### src/rtl/mem_access_unit_pkg.sv
// Shared definitions for the memory access unit.
// Holds the FSM state encoding, the client select encoding, the
// word-alignment mask and a small alignment helper.
package mem_access_unit_pkg;

  typedef enum logic [1:0] {
    ST_IDLE = 2'd0,
    ST_BUSY = 2'd1,
    ST_RESP = 2'd2
  } state_e;

  typedef enum logic {
    CLI_FETCH = 1'b0,
    CLI_DATA  = 1'b1
  } client_e;

  localparam logic [1:0] WORD_ALIGN = 2'b00;

  function automatic logic is_aligned(input logic [31:0] byte_addr);
    return byte_addr[1:0] == WORD_ALIGN;
  endfunction

endpackage

### src/rtl/mem_access_unit_if.sv
// Bundle of the CPU-side request ports and the memory-side bus of the
// memory access unit.
//   master : the access unit (takes requests, drives the memory bus)
//   slave  : the environment (control unit requesters plus the memory)
//
// Handshake: a requester raises fetch_req/data_req with its operands and
// holds them until the matching one-cycle ack pulse. The unit latches the
// operands when it accepts, so later changes are ignored. A req still high
// once the unit is back in IDLE is taken as a new access. Instruction,
// data_rdata and align_err are valid in the ack cycle and stay valid until
// the next access overwrites them.
interface mem_access_unit_if;
  logic        fetch_req;
  logic [31:0] fetch_pc;
  logic        fetch_ack;
  logic [31:0] Instruction;
  logic        data_req;
  logic        data_we;
  logic [31:0] data_addr;
  logic [31:0] data_wdata;
  logic        data_ack;
  logic [31:0] data_rdata;
  logic        align_err;
  logic [31:0] Address;
  logic [31:0] Write_data;
  logic        MemRead;
  logic        MemWrite;
  logic [31:0] Mem_data;

  modport master (
    input  fetch_req, fetch_pc, data_req, data_we, data_addr, data_wdata,
           Mem_data,
    output fetch_ack, Instruction, data_ack, data_rdata, align_err,
           Address, Write_data, MemRead, MemWrite
  );

  modport slave (
    output fetch_req, fetch_pc, data_req, data_we, data_addr, data_wdata,
           Mem_data,
    input  fetch_ack, Instruction, data_ack, data_rdata, align_err,
           Address, Write_data, MemRead, MemWrite
  );
endinterface

### src/rtl/mem_access_unit.sv
// CPU-side initiator for the unified instruction/data memory.
// Arbitrates between instruction fetches and loads/stores (data first),
// drives Address/Write_data/MemRead/MemWrite for MEM_LATENCY cycles and
// registers the returned word into Instruction (fetch) or data_rdata (load).
// Ports:
//   clk, reset : clock, asynchronous active-high reset
//   bus        : request/ack ports and memory bus (master side)
//   dbg_state  : current FSM state, for observation only
module mem_access_unit
  import mem_access_unit_pkg::*;
#(
  parameter int unsigned MEM_LATENCY = 1,
  parameter int unsigned CNT_W       = 4
) (
  input  logic              clk,
  input  logic              reset,
  mem_access_unit_if.master bus,
  output state_e            dbg_state
);

  localparam logic [CNT_W-1:0] CNT_LOAD = CNT_W'(MEM_LATENCY - 1);

  state_e             state_q,     state_d;
  logic [CNT_W-1:0]   cnt_q,       cnt_d;
  client_e            cli_q,       cli_d;
  logic               we_q,        we_d;
  logic [31:0]        addr_q,      addr_d;
  logic [31:0]        wdata_q,     wdata_d;
  logic [31:0]        instr_q,     instr_d;
  logic [31:0]        rdata_q,     rdata_d;
  logic               align_err_q, align_err_d;

  always_ff @(posedge clk or posedge reset) begin
    if (reset) begin
      state_q     <= ST_IDLE;
      cnt_q       <= '0;
      cli_q       <= CLI_FETCH;
      we_q        <= 1'b0;
      addr_q      <= '0;
      wdata_q     <= '0;
      instr_q     <= '0;
      rdata_q     <= '0;
      align_err_q <= 1'b0;
    end else begin
      state_q     <= state_d;
      cnt_q       <= cnt_d;
      cli_q       <= cli_d;
      we_q        <= we_d;
      addr_q      <= addr_d;
      wdata_q     <= wdata_d;
      instr_q     <= instr_d;
      rdata_q     <= rdata_d;
      align_err_q <= align_err_d;
    end
  end

  always_comb begin
    state_d     = state_q;
    cnt_d       = cnt_q;
    cli_d       = cli_q;
    we_d        = we_q;
    addr_d      = addr_q;
    wdata_d     = wdata_q;
    instr_d     = instr_q;
    rdata_d     = rdata_q;
    align_err_d = align_err_q;

    case (state_q)
      ST_IDLE: begin
        if (bus.data_req || bus.fetch_req) begin
          cnt_d       = CNT_LOAD;
          align_err_d = 1'b0;
          if (bus.data_req) begin
            cli_d  = CLI_DATA;
            we_d   = bus.data_we;
            addr_d = bus.data_addr;
            if (bus.data_we) wdata_d = bus.data_wdata;
          end else begin
            cli_d  = CLI_FETCH;
            we_d   = 1'b0;
            addr_d = bus.fetch_pc;
          end
          // A misaligned access never touches memory: report it straight away.
          if (!is_aligned(addr_d)) begin
            align_err_d = 1'b1;
            state_d     = ST_RESP;
          end else begin
            state_d = ST_BUSY;
          end
        end
      end
      ST_BUSY: begin
        if (cnt_q == '0) begin
          if (!we_q) begin
            if (cli_q == CLI_FETCH) instr_d = bus.Mem_data;
            else                    rdata_d = bus.Mem_data;
          end
          state_d = ST_RESP;
        end else begin
          cnt_d = cnt_q - CNT_W'(1);
        end
      end
      ST_RESP: state_d = ST_IDLE;
      default: state_d = ST_IDLE;
    endcase
  end

  // Stores strobe only in the last BUSY cycle so memory is written once.
  assign bus.MemRead     = (state_q == ST_BUSY) && !we_q;
  assign bus.MemWrite    = (state_q == ST_BUSY) && we_q && (cnt_q == '0);
  assign bus.fetch_ack   = (state_q == ST_RESP) && (cli_q == CLI_FETCH);
  assign bus.data_ack    = (state_q == ST_RESP) && (cli_q == CLI_DATA);
  assign bus.Address     = addr_q;
  assign bus.Write_data  = wdata_q;
  assign bus.Instruction = instr_q;
  assign bus.data_rdata  = rdata_q;
  assign bus.align_err   = align_err_q;
  assign dbg_state       = state_q;

endmodule

### src/flat_wrapper.sv
// flat-port wrapper written by rule: the top's interface ports become plain ports
module mem_access_unit_flat import mem_access_unit_pkg::*;
#(
  parameter int unsigned MEM_LATENCY = 1,
  parameter int unsigned CNT_W       = 4
)
  (clk, reset, dbg_state, bus_fetch_req, bus_fetch_pc, bus_data_req, bus_data_we, bus_data_addr, bus_data_wdata, bus_Mem_data, bus_fetch_ack, bus_Instruction, bus_data_ack, bus_data_rdata, bus_align_err, bus_Address, bus_Write_data, bus_MemRead, bus_MemWrite);
  mem_access_unit_if bus_i ();
  input  logic clk;
  input  logic reset;
  output state_e dbg_state;
  input wire logic [$bits(bus_i.fetch_req)-1:0] bus_fetch_req;
  input wire logic [$bits(bus_i.fetch_pc)-1:0] bus_fetch_pc;
  input wire logic [$bits(bus_i.data_req)-1:0] bus_data_req;
  input wire logic [$bits(bus_i.data_we)-1:0] bus_data_we;
  input wire logic [$bits(bus_i.data_addr)-1:0] bus_data_addr;
  input wire logic [$bits(bus_i.data_wdata)-1:0] bus_data_wdata;
  input wire logic [$bits(bus_i.Mem_data)-1:0] bus_Mem_data;
  output wire logic [$bits(bus_i.fetch_ack)-1:0] bus_fetch_ack;
  output wire logic [$bits(bus_i.Instruction)-1:0] bus_Instruction;
  output wire logic [$bits(bus_i.data_ack)-1:0] bus_data_ack;
  output wire logic [$bits(bus_i.data_rdata)-1:0] bus_data_rdata;
  output wire logic [$bits(bus_i.align_err)-1:0] bus_align_err;
  output wire logic [$bits(bus_i.Address)-1:0] bus_Address;
  output wire logic [$bits(bus_i.Write_data)-1:0] bus_Write_data;
  output wire logic [$bits(bus_i.MemRead)-1:0] bus_MemRead;
  output wire logic [$bits(bus_i.MemWrite)-1:0] bus_MemWrite;
  assign bus_i.fetch_req = bus_fetch_req;
  assign bus_i.fetch_pc = bus_fetch_pc;
  assign bus_i.data_req = bus_data_req;
  assign bus_i.data_we = bus_data_we;
  assign bus_i.data_addr = bus_data_addr;
  assign bus_i.data_wdata = bus_data_wdata;
  assign bus_i.Mem_data = bus_Mem_data;
  assign bus_fetch_ack = bus_i.fetch_ack;
  assign bus_Instruction = bus_i.Instruction;
  assign bus_data_ack = bus_i.data_ack;
  assign bus_data_rdata = bus_i.data_rdata;
  assign bus_align_err = bus_i.align_err;
  assign bus_Address = bus_i.Address;
  assign bus_Write_data = bus_i.Write_data;
  assign bus_MemRead = bus_i.MemRead;
  assign bus_MemWrite = bus_i.MemWrite;
  mem_access_unit #(.MEM_LATENCY(MEM_LATENCY), .CNT_W(CNT_W)) u_core (.clk(clk), .reset(reset), .bus(bus_i), .dbg_state(dbg_state));
endmodule
### config.mk
export PLATFORM = sky130hd
export DESIGN_NAME = mem_access_unit_flat
export DESIGN_NICKNAME = d
export VERILOG_FILES = /design/src/rtl/mem_access_unit_pkg.sv /design/src/rtl/mem_access_unit_if.sv /design/src/rtl/mem_access_unit.sv /design/src/flat_wrapper.sv
export SDC_FILE = /design/constraint.sdc
export NUM_CORES = 1
export LEC_CHECK = 0
export BUFFER_PORTS_ARGS = -buffer_cell sky130_fd_sc_hd__buf_4
export CAP_MARGIN = 20
export CORE_MARGIN = 2
export CORE_UTILIZATION = 50
export DETAILED_ROUTE_END_ITERATION = 8
export GPL_ROUTABILITY_DRIVEN = 0
export PLACE_DENSITY_LB_ADDON = 0.05
export SYNTH_ARGS = -nofsm -noshare
export SYNTH_HDL_FRONTEND = slang
export SYNTH_SLANG_ARGS = --single-unit
### constraint.sdc
create_clock -name clk -period 11.6 [get_ports clk]
set_input_delay 1.16 -clock clk [delete_from_list [all_inputs] [get_ports clk]]
set_output_delay 1.16 -clock clk [all_outputs]
set_load 0.005 [all_outputs]
==> impl_metrics.ini, run 1 <==
[worst_setup_path]
required_ps = 10440
rrSetupSlack_ps = 8760
crit_path_end_kind = output pin
crit_fanout = 4
arrival_ps = 1880
path_class = flip-flop to output pin
start_kind = flip-flop

[clocking]
clock-root-buffer = clkbuf_16
cts_tree = built
cts-hold-fix-buffers = 0
cts_setup_buffers = 0
clk_path_buf_depth = 2
htree_num_levels = 4
path_clk_slew_ps = 60
post_cts_resized = 0
clock-sinks = 137
insertion_delay_ps = 410
numCtsBuffers = 17

[layout]
num-fill-cells = 772
fin_util = 0.746
post_route_cells_drive_above_1_share = 0.590
finalInstanceArea_sq_um = 8400
nets = 802
fin_cells = 823
diodes = 0
area_growth_syn_to_layout_pct = 47.0

[power_and_ir_drop]
ir_drop_mv = 0.173
swShare = 0.268
clkPwrFrac = 0.262
power_uw = 2010
p_per_area_nw_per_um2 = 240
seqPwrFrac = 0.400
p_int_uw = 1470
p_sw_uw = 540
leakagePower_uw = 0.00424
p_comb_frac = 0.338

[sta]
setup_violations = 0
fin_skew_ps = 4.87
finalCritPeriodShare = 0.262
timing.final.max_slew_violations = 0
fin_crit_ps = 3040
hold_viol = 0
worst_slew_pin_slew_ps = 1060
setup_tns_ps = 0
fmax_ghz = 0.329
rsz0062_at_grt = no
worst_slew_margin_rel = 0.294

[detailed_routing]
ant_nets = 0
routed_wl_mm = 14.0
dr.pass1.iters = 4
wire_per_inst_microns = 17.1
drt_iter0_drc = 215
num_vias = 4237
route.detailed.drc = 0
vias_per_cell = 5.15

[floorplan]
io_pins = 268
floorplan.rows = 39
die_y_microns = 111
start_util = 0.507
dieArea_sq_um = 12300
coreArea_sq_um = 11300
die_w_microns = 111

[run_status]
status = finished, final reports clean

[global_route]
antenna_found_initial = 0
grt_start_max_net_pins = 84
grt_pass1_vias = 4424
grt-ovfl-total = 0
grt_first_pass_wirelength_mm = 22.8
grt_util_all_layers = 0.238

[place]
dp.cells = 789
dp_hpwl_mm = 10.0
portBuffers = 267
postPlaceCellArea_sq_um = 7780

[logic_synthesis]
syn_area_sq_um = 5720
synth_seq_cells = 137
syn_nets = 536
ys_types = 32
seq_area_frac_synth = 0.600
ys_warn_count = 0
synth_edf_count = 0
syn_inst = 401
async_flop_share = 1.00
synth_ff_type = dfrtp_1
syn_avg_cell_area_sq_um = 14.3

[worst_hold_path]
hold_path.class = flip-flop to flip-flop

[flow_run]
maxCapViolations = 0
[metrics by stage]
stage | setup slack, ps | hold WS [ps]
after floorplan | 6770 | 454
after global placement | 8800 | 473
after detailed placement | 8680 | 484
after CTS | 8530 | 496
after global routing | 8420 | 515
final | 8560 | 489
[kinds of logic (layout without fill, tap and decap cells)]
group / count (synthesis) / after routing / share of synthesized area
flops: 137 / 137 / 0.600
mux: 131 / 131 / 0.270
compound gates: 75 / 75 / 0.0674
buf+inv: 31 / 310 / 0.0315
simple gates: 25 / 25 / 0.0265
fa+ha+maj: 2 / 2 / 0.00438
[routing by layer]
metal | wire length (microns) | vias to the layer above | global-route usage
met3 | 1140 | 21 | 0.0902
met1 | 5400 | 2080 | 0.278
met2 | 7190 | 175 | 0.397
met4 | 301 | 0 | 0.0933
li1 | - | 1961 | -
met5 | 0 | - | 0
[cell usage in the layout, fill, tap and decap left out, drive strengths merged]
| cell | n |
|---|---|
| a21o | 1 |
| a21oi | 2 |
| a22o | 1 |
| and2 | 1 |
| and3 | 1 |
| buf | 273 |
| bufinv | 2 |
| clkbuf | 25 |
| clkinv | 3 |
| clkinvlp | 2 |
| dfrtp | 137 |
| ha | 2 |
| inv | 5 |
| mux2 | 97 |
| mux2i | 34 |
| nand2 | 1 |
| nand2b | 2 |
| nand3 | 2 |
| nor2 | 6 |
| nor2b | 1 |
| nor3 | 2 |
| nor3b | 2 |
| nor4 | 1 |
| o21ai | 70 |
| o22a | 1 |
| or2 | 1 |
| or3 | 1 |
| or3b | 1 |
| or4 | 3 |
[Yosys cell counts (all sizes together), types with 3 or more instances]
library cell | n | area [sq um]
o21ai | 70 | 350
clkbuf | 15 | 56.3
or4 | 3 | 22.5
buf | 11 | 105
dfrtp | 137 | 3430
mux2 | 97 | 1200
mux2i | 34 | 340
nor2 | 6 | 22.5
inv | 5 | 18.8
[registers in the layout (all words and copies together) (netlist names)]
register	flops
u_core.bus.Address	32
u_core.bus.Instruction	32
u_core.bus.Write_data	32
u_core.bus.align_err	1
u_core.bus.data_rdata	32
u_core.cli_q	1
u_core.cnt_q	4
u_core.dbg_state	2
u_core.we_q	1
[worst paths after layout]
path,from,end,cells past startpoint
worst max-delay path,u_core.cnt_q[0]$_DFFE_PP0P_,bus_MemWrite,6
min in group asynchronous,reset,u_core.bus.Instruction[25]$_DFFE_PP0P_,2
worst max register to register,u_core.cnt_q[0]$_DFFE_PP0P_,u_core.bus.data_rdata[30]$_DFFE_PP0P_,5
worst min register to register,u_core.bus.Instruction[31]$_DFFE_PP0P_,u_core.bus.Instruction[31]$_DFFE_PP0P_,1
worst min-delay path,u_core.bus.Instruction[31]$_DFFE_PP0P_,u_core.bus.Instruction[31]$_DFFE_PP0P_,1
max in group asynchronous,reset,u_core.bus.Instruction[24]$_DFFE_PP0P_,4
[critical path: stages (launching register included)]
cell     delay [ps]
dfrtp_1         400
inv_1            90
ha_1            170
or3b_4          420
nor2_1          140
and2_1          140
buf_4           120
[power groups by stage]
stage	clock network, uW	registers, uW	logic [uW]
detailed placement	0	810	688
global route	562	835	737
floorplan	0	811	255
finish	527	806	681
CTS	538	808	690
global placement	0	801	673
[final cells by class]
cell class / count / area [sq um] / share of cell area
inverter: 5 / 21.3 / 0.00253
tap: 143 / 179 / 0.0213
clock inverter: 7 / 90.1 / 0.0107
timing repair buffer: 273 / 2070 / 0.246
clock buffer: 25 / 495 / 0.0590
multi-input combinational: 233 / 2120 / 0.252
sequential: 137 / 3430 / 0.408
Power figures use the tool's default switching activity.
==> run 2: changes to the inputs <==
Settings changed: ABC_AREA from default to 1, CORE_UTILIZATION 50 to 47.
Clock period 11.6 ns to 3 ns, I/O delays scaled along.
==> run 2 against run 1 <==
Via count grew 23%. Count of clock-buffer cells in the layout is 5 higher. Clock skew about the same. Flip-flop and latch count did not move. Design area shrank 0.79%. Sequential share of layout area up 0.32 points. Area after synthesis barely moved. Global-route usage increased by 0.33 points. Final cell count grew 33%. Critical path type unchanged. Critical endpoint unchanged. Highest routed layer unchanged.
==> impl_metrics.ini, run 2 <==
[run_status]
status = finished, final reports clean

[worst_setup_path]
crit_fanout = 5
cp_cell_sequence = inv_1, ha_1, nand2_1, inv_2, nand2_1, nor2_1, buf_4
crit_path_end_kind = output pin
critical_path.max_stage_delay_ps = 370
path_class = flip-flop to output pin
required_ps = 2700
arrival_ps = 1730
start_kind = flip-flop
cpMostUsedCell = nand2_1
slowest_stage = dfrtp_1

[logic_synthesis]
syn_nets = 810
syn_avg_cell_area_sq_um = 8.47
ys_types = 23
synth_ff_type = dfrtp_1
synth_top_area_share = 0.600
async_flop_share = 1.00
yosys.area.top_type = dfrtp_1
synth_seq_cells = 137
ys_warn_count = 0
synth.area.top_cells = dfrtp_1, nand2_1, o21ai_0
synth_edf_count = 0
seq_area_frac_synth = 0.600
ys_top_cells_by_count = nand2_1, dfrtp_1, o21ai_0
syn_area_sq_um = 5720
synth.most_common_cell = nand2_1
syn_inst = 675

[clocking]
numCtsBuffers = 17
clk_path_buf_depth = 2
cts_setup_buffers = 0
clock-sinks = 137
cts_tree = built
post_cts_resized = 0
path_clk_slew_ps = 50
insertion_delay_ps = 410
htree_num_levels = 4
clock-root-buffer = clkbuf_16
cts-hold-fix-buffers = 0

[sta]
setup_violations = 0
worst_slew_pin_slew_ps = 804
setup_tns_ps = 0
rsz0062_at_grt = no
fin_skew_ps = 4.61
worst_slew_margin_rel = 0.464
fin_crit_ps = 2030
timing.hold.ws_ps = 15.4
hold_viol = 0
finalCritPeriodShare = 0.676
timing.final.max_slew_violations = 0
fmax_ghz = 0.493

[floorplan]
coreArea_sq_um = 12000
io_pins = 268
die_y_microns = 114
start_util = 0.478
floorplan.rows = 40
die_w_microns = 114
dieArea_sq_um = 13100

[layout]
mostFrequentLayoutCells = nand2_1, buf_4, dfrtp_1
nets = 1069
area_growth_syn_to_layout_pct = 45.9
sequential_cell_area_sq_um = 3430
post_route_cells_drive_above_1_share = 0.328
diodes = 0
final_common_cell = nand2_1
multi_input_area_sq_um = 1930
num-fill-cells = 971

[global_route]
antenna_found_initial = 0
grt_first_pass_wirelength_mm = 24.7
grt-ovfl-total = 0
grt_util_all_layers = 0.241
grt_pass1_vias = 5112
grt_start_max_net_pins = 138

[power_and_ir_drop]
leakagePower_uw = 0.00460
p_per_area_nw_per_um2 = 985
ir_drop_mv = 0.499

[detailed_routing]
wire_per_inst_microns = 13.9
ant_nets = 0
num_vias = 5226
dr.pass1.iters = 4
route.detailed.drc = 0
drt_iter0_drc = 450
vias_per_cell = 4.78
routed_wl_mm = 15.2

[flow_run]
maxCapViolations = 0

[place]
portBuffers = 267
dp_hpwl_mm = 10.9

[worst_hold_path]
hold_path.class = input port to async pin
-- run 2: through the flow --
step / instances / area, sq um / power [uW] / util / setup slack [ps]
global route: 1093 / 8340 / 8770 / 0.697 / 773
CTS: 1093 / 8340 / 8290 / 0.697 / 948
finish: 1093 / 8340 / 8210 / 0.697 / 971
detailed placement: 1062 / 7770 / 6270 / 0.650 / 968
global placement: 1062 / 7770 / 6170 / 0.650 / 1110
floorplan: 675 / 5720 / 4390 / - / 993
-- run 2: worst paths after layout --
| check | start | endpoint | slack [ps] | cells past startpoint |
|---|---|---|---|---|
| setup / recovery | u_core.cnt_q[0]$_DFFE_PP0P_ | bus_MemWrite | 970 | 7 |
| hold / removal | reset | u_core.bus.data_rdata[29]$_DFFE_PP0P_ | 20 | 3 |
| setup reg to reg | u_core.cnt_q[0]$_DFFE_PP0P_ | u_core.bus.Instruction[14]$_DFFE_PP0P_ | 980 | 7 |
| hold reg to reg | u_core.bus.Instruction[18]$_DFFE_PP0P_ | u_core.bus.Instruction[18]$_DFFE_PP0P_ | 480 | 2 |
| max in group asynchronous | reset | u_core.bus.Address[21]$_DFFE_PP0P_ | 2310 | 3 |
| min in group clk | bus_data_wdata[25] | u_core.bus.Write_data[25]$_DFFE_PP0P_ | 80 | 3 |
-- run 2: metal layers --
metal  GRT usage  share of wire  up-vias
li1            -              -     2575
met1       0.305           0.40     2425
met2       0.385           0.49      197
met3      0.0768          0.079       29
met4       0.101          0.026        0
met5           0              0        -
-- run 2: logic make-up (layout without fill, tap and decap cells) --
kind of cell    Yosys count  count (layout)  share of synthesized area
compound gates           71              71                     0.0628
simple gates            387             387                      0.268
xor+xnor                  1               1                    0.00153
fa+ha+maj                 2               2                    0.00438
flops                   137             137                      0.600
buf+inv                  77             348                     0.0633
-- run 2: cell type report --
class / instances / area share
sequential: 137 / 0.411
inverter: 45 / 0.0207
clock inverter: 1 / 0.00360
multi-input combinational: 461 / 0.232
clock buffer: 30 / 0.0641
tap: 147 / 0.0221
timing repair buffer: 272 / 0.246
-- run 2: report_power, final --
group / leakage, uW / internal (uW) / switching, uW
combinational: 0.00270 / 1600 / 1330
sequential: 0.00163 / 2750 / 549
clock: 0.000275 / 1270 / 713
-- run 2: worst max-delay path, delay by kind of cell (launching register included) --
| kind | cells | cell delay [ps] |
|---|---|---|
| buffers and inverters | 3 | 410 |
| and+or+nand+nor | 3 | 390 |
| adders and majority gates | 1 | 160 |
| DFF | 1 | 370 |
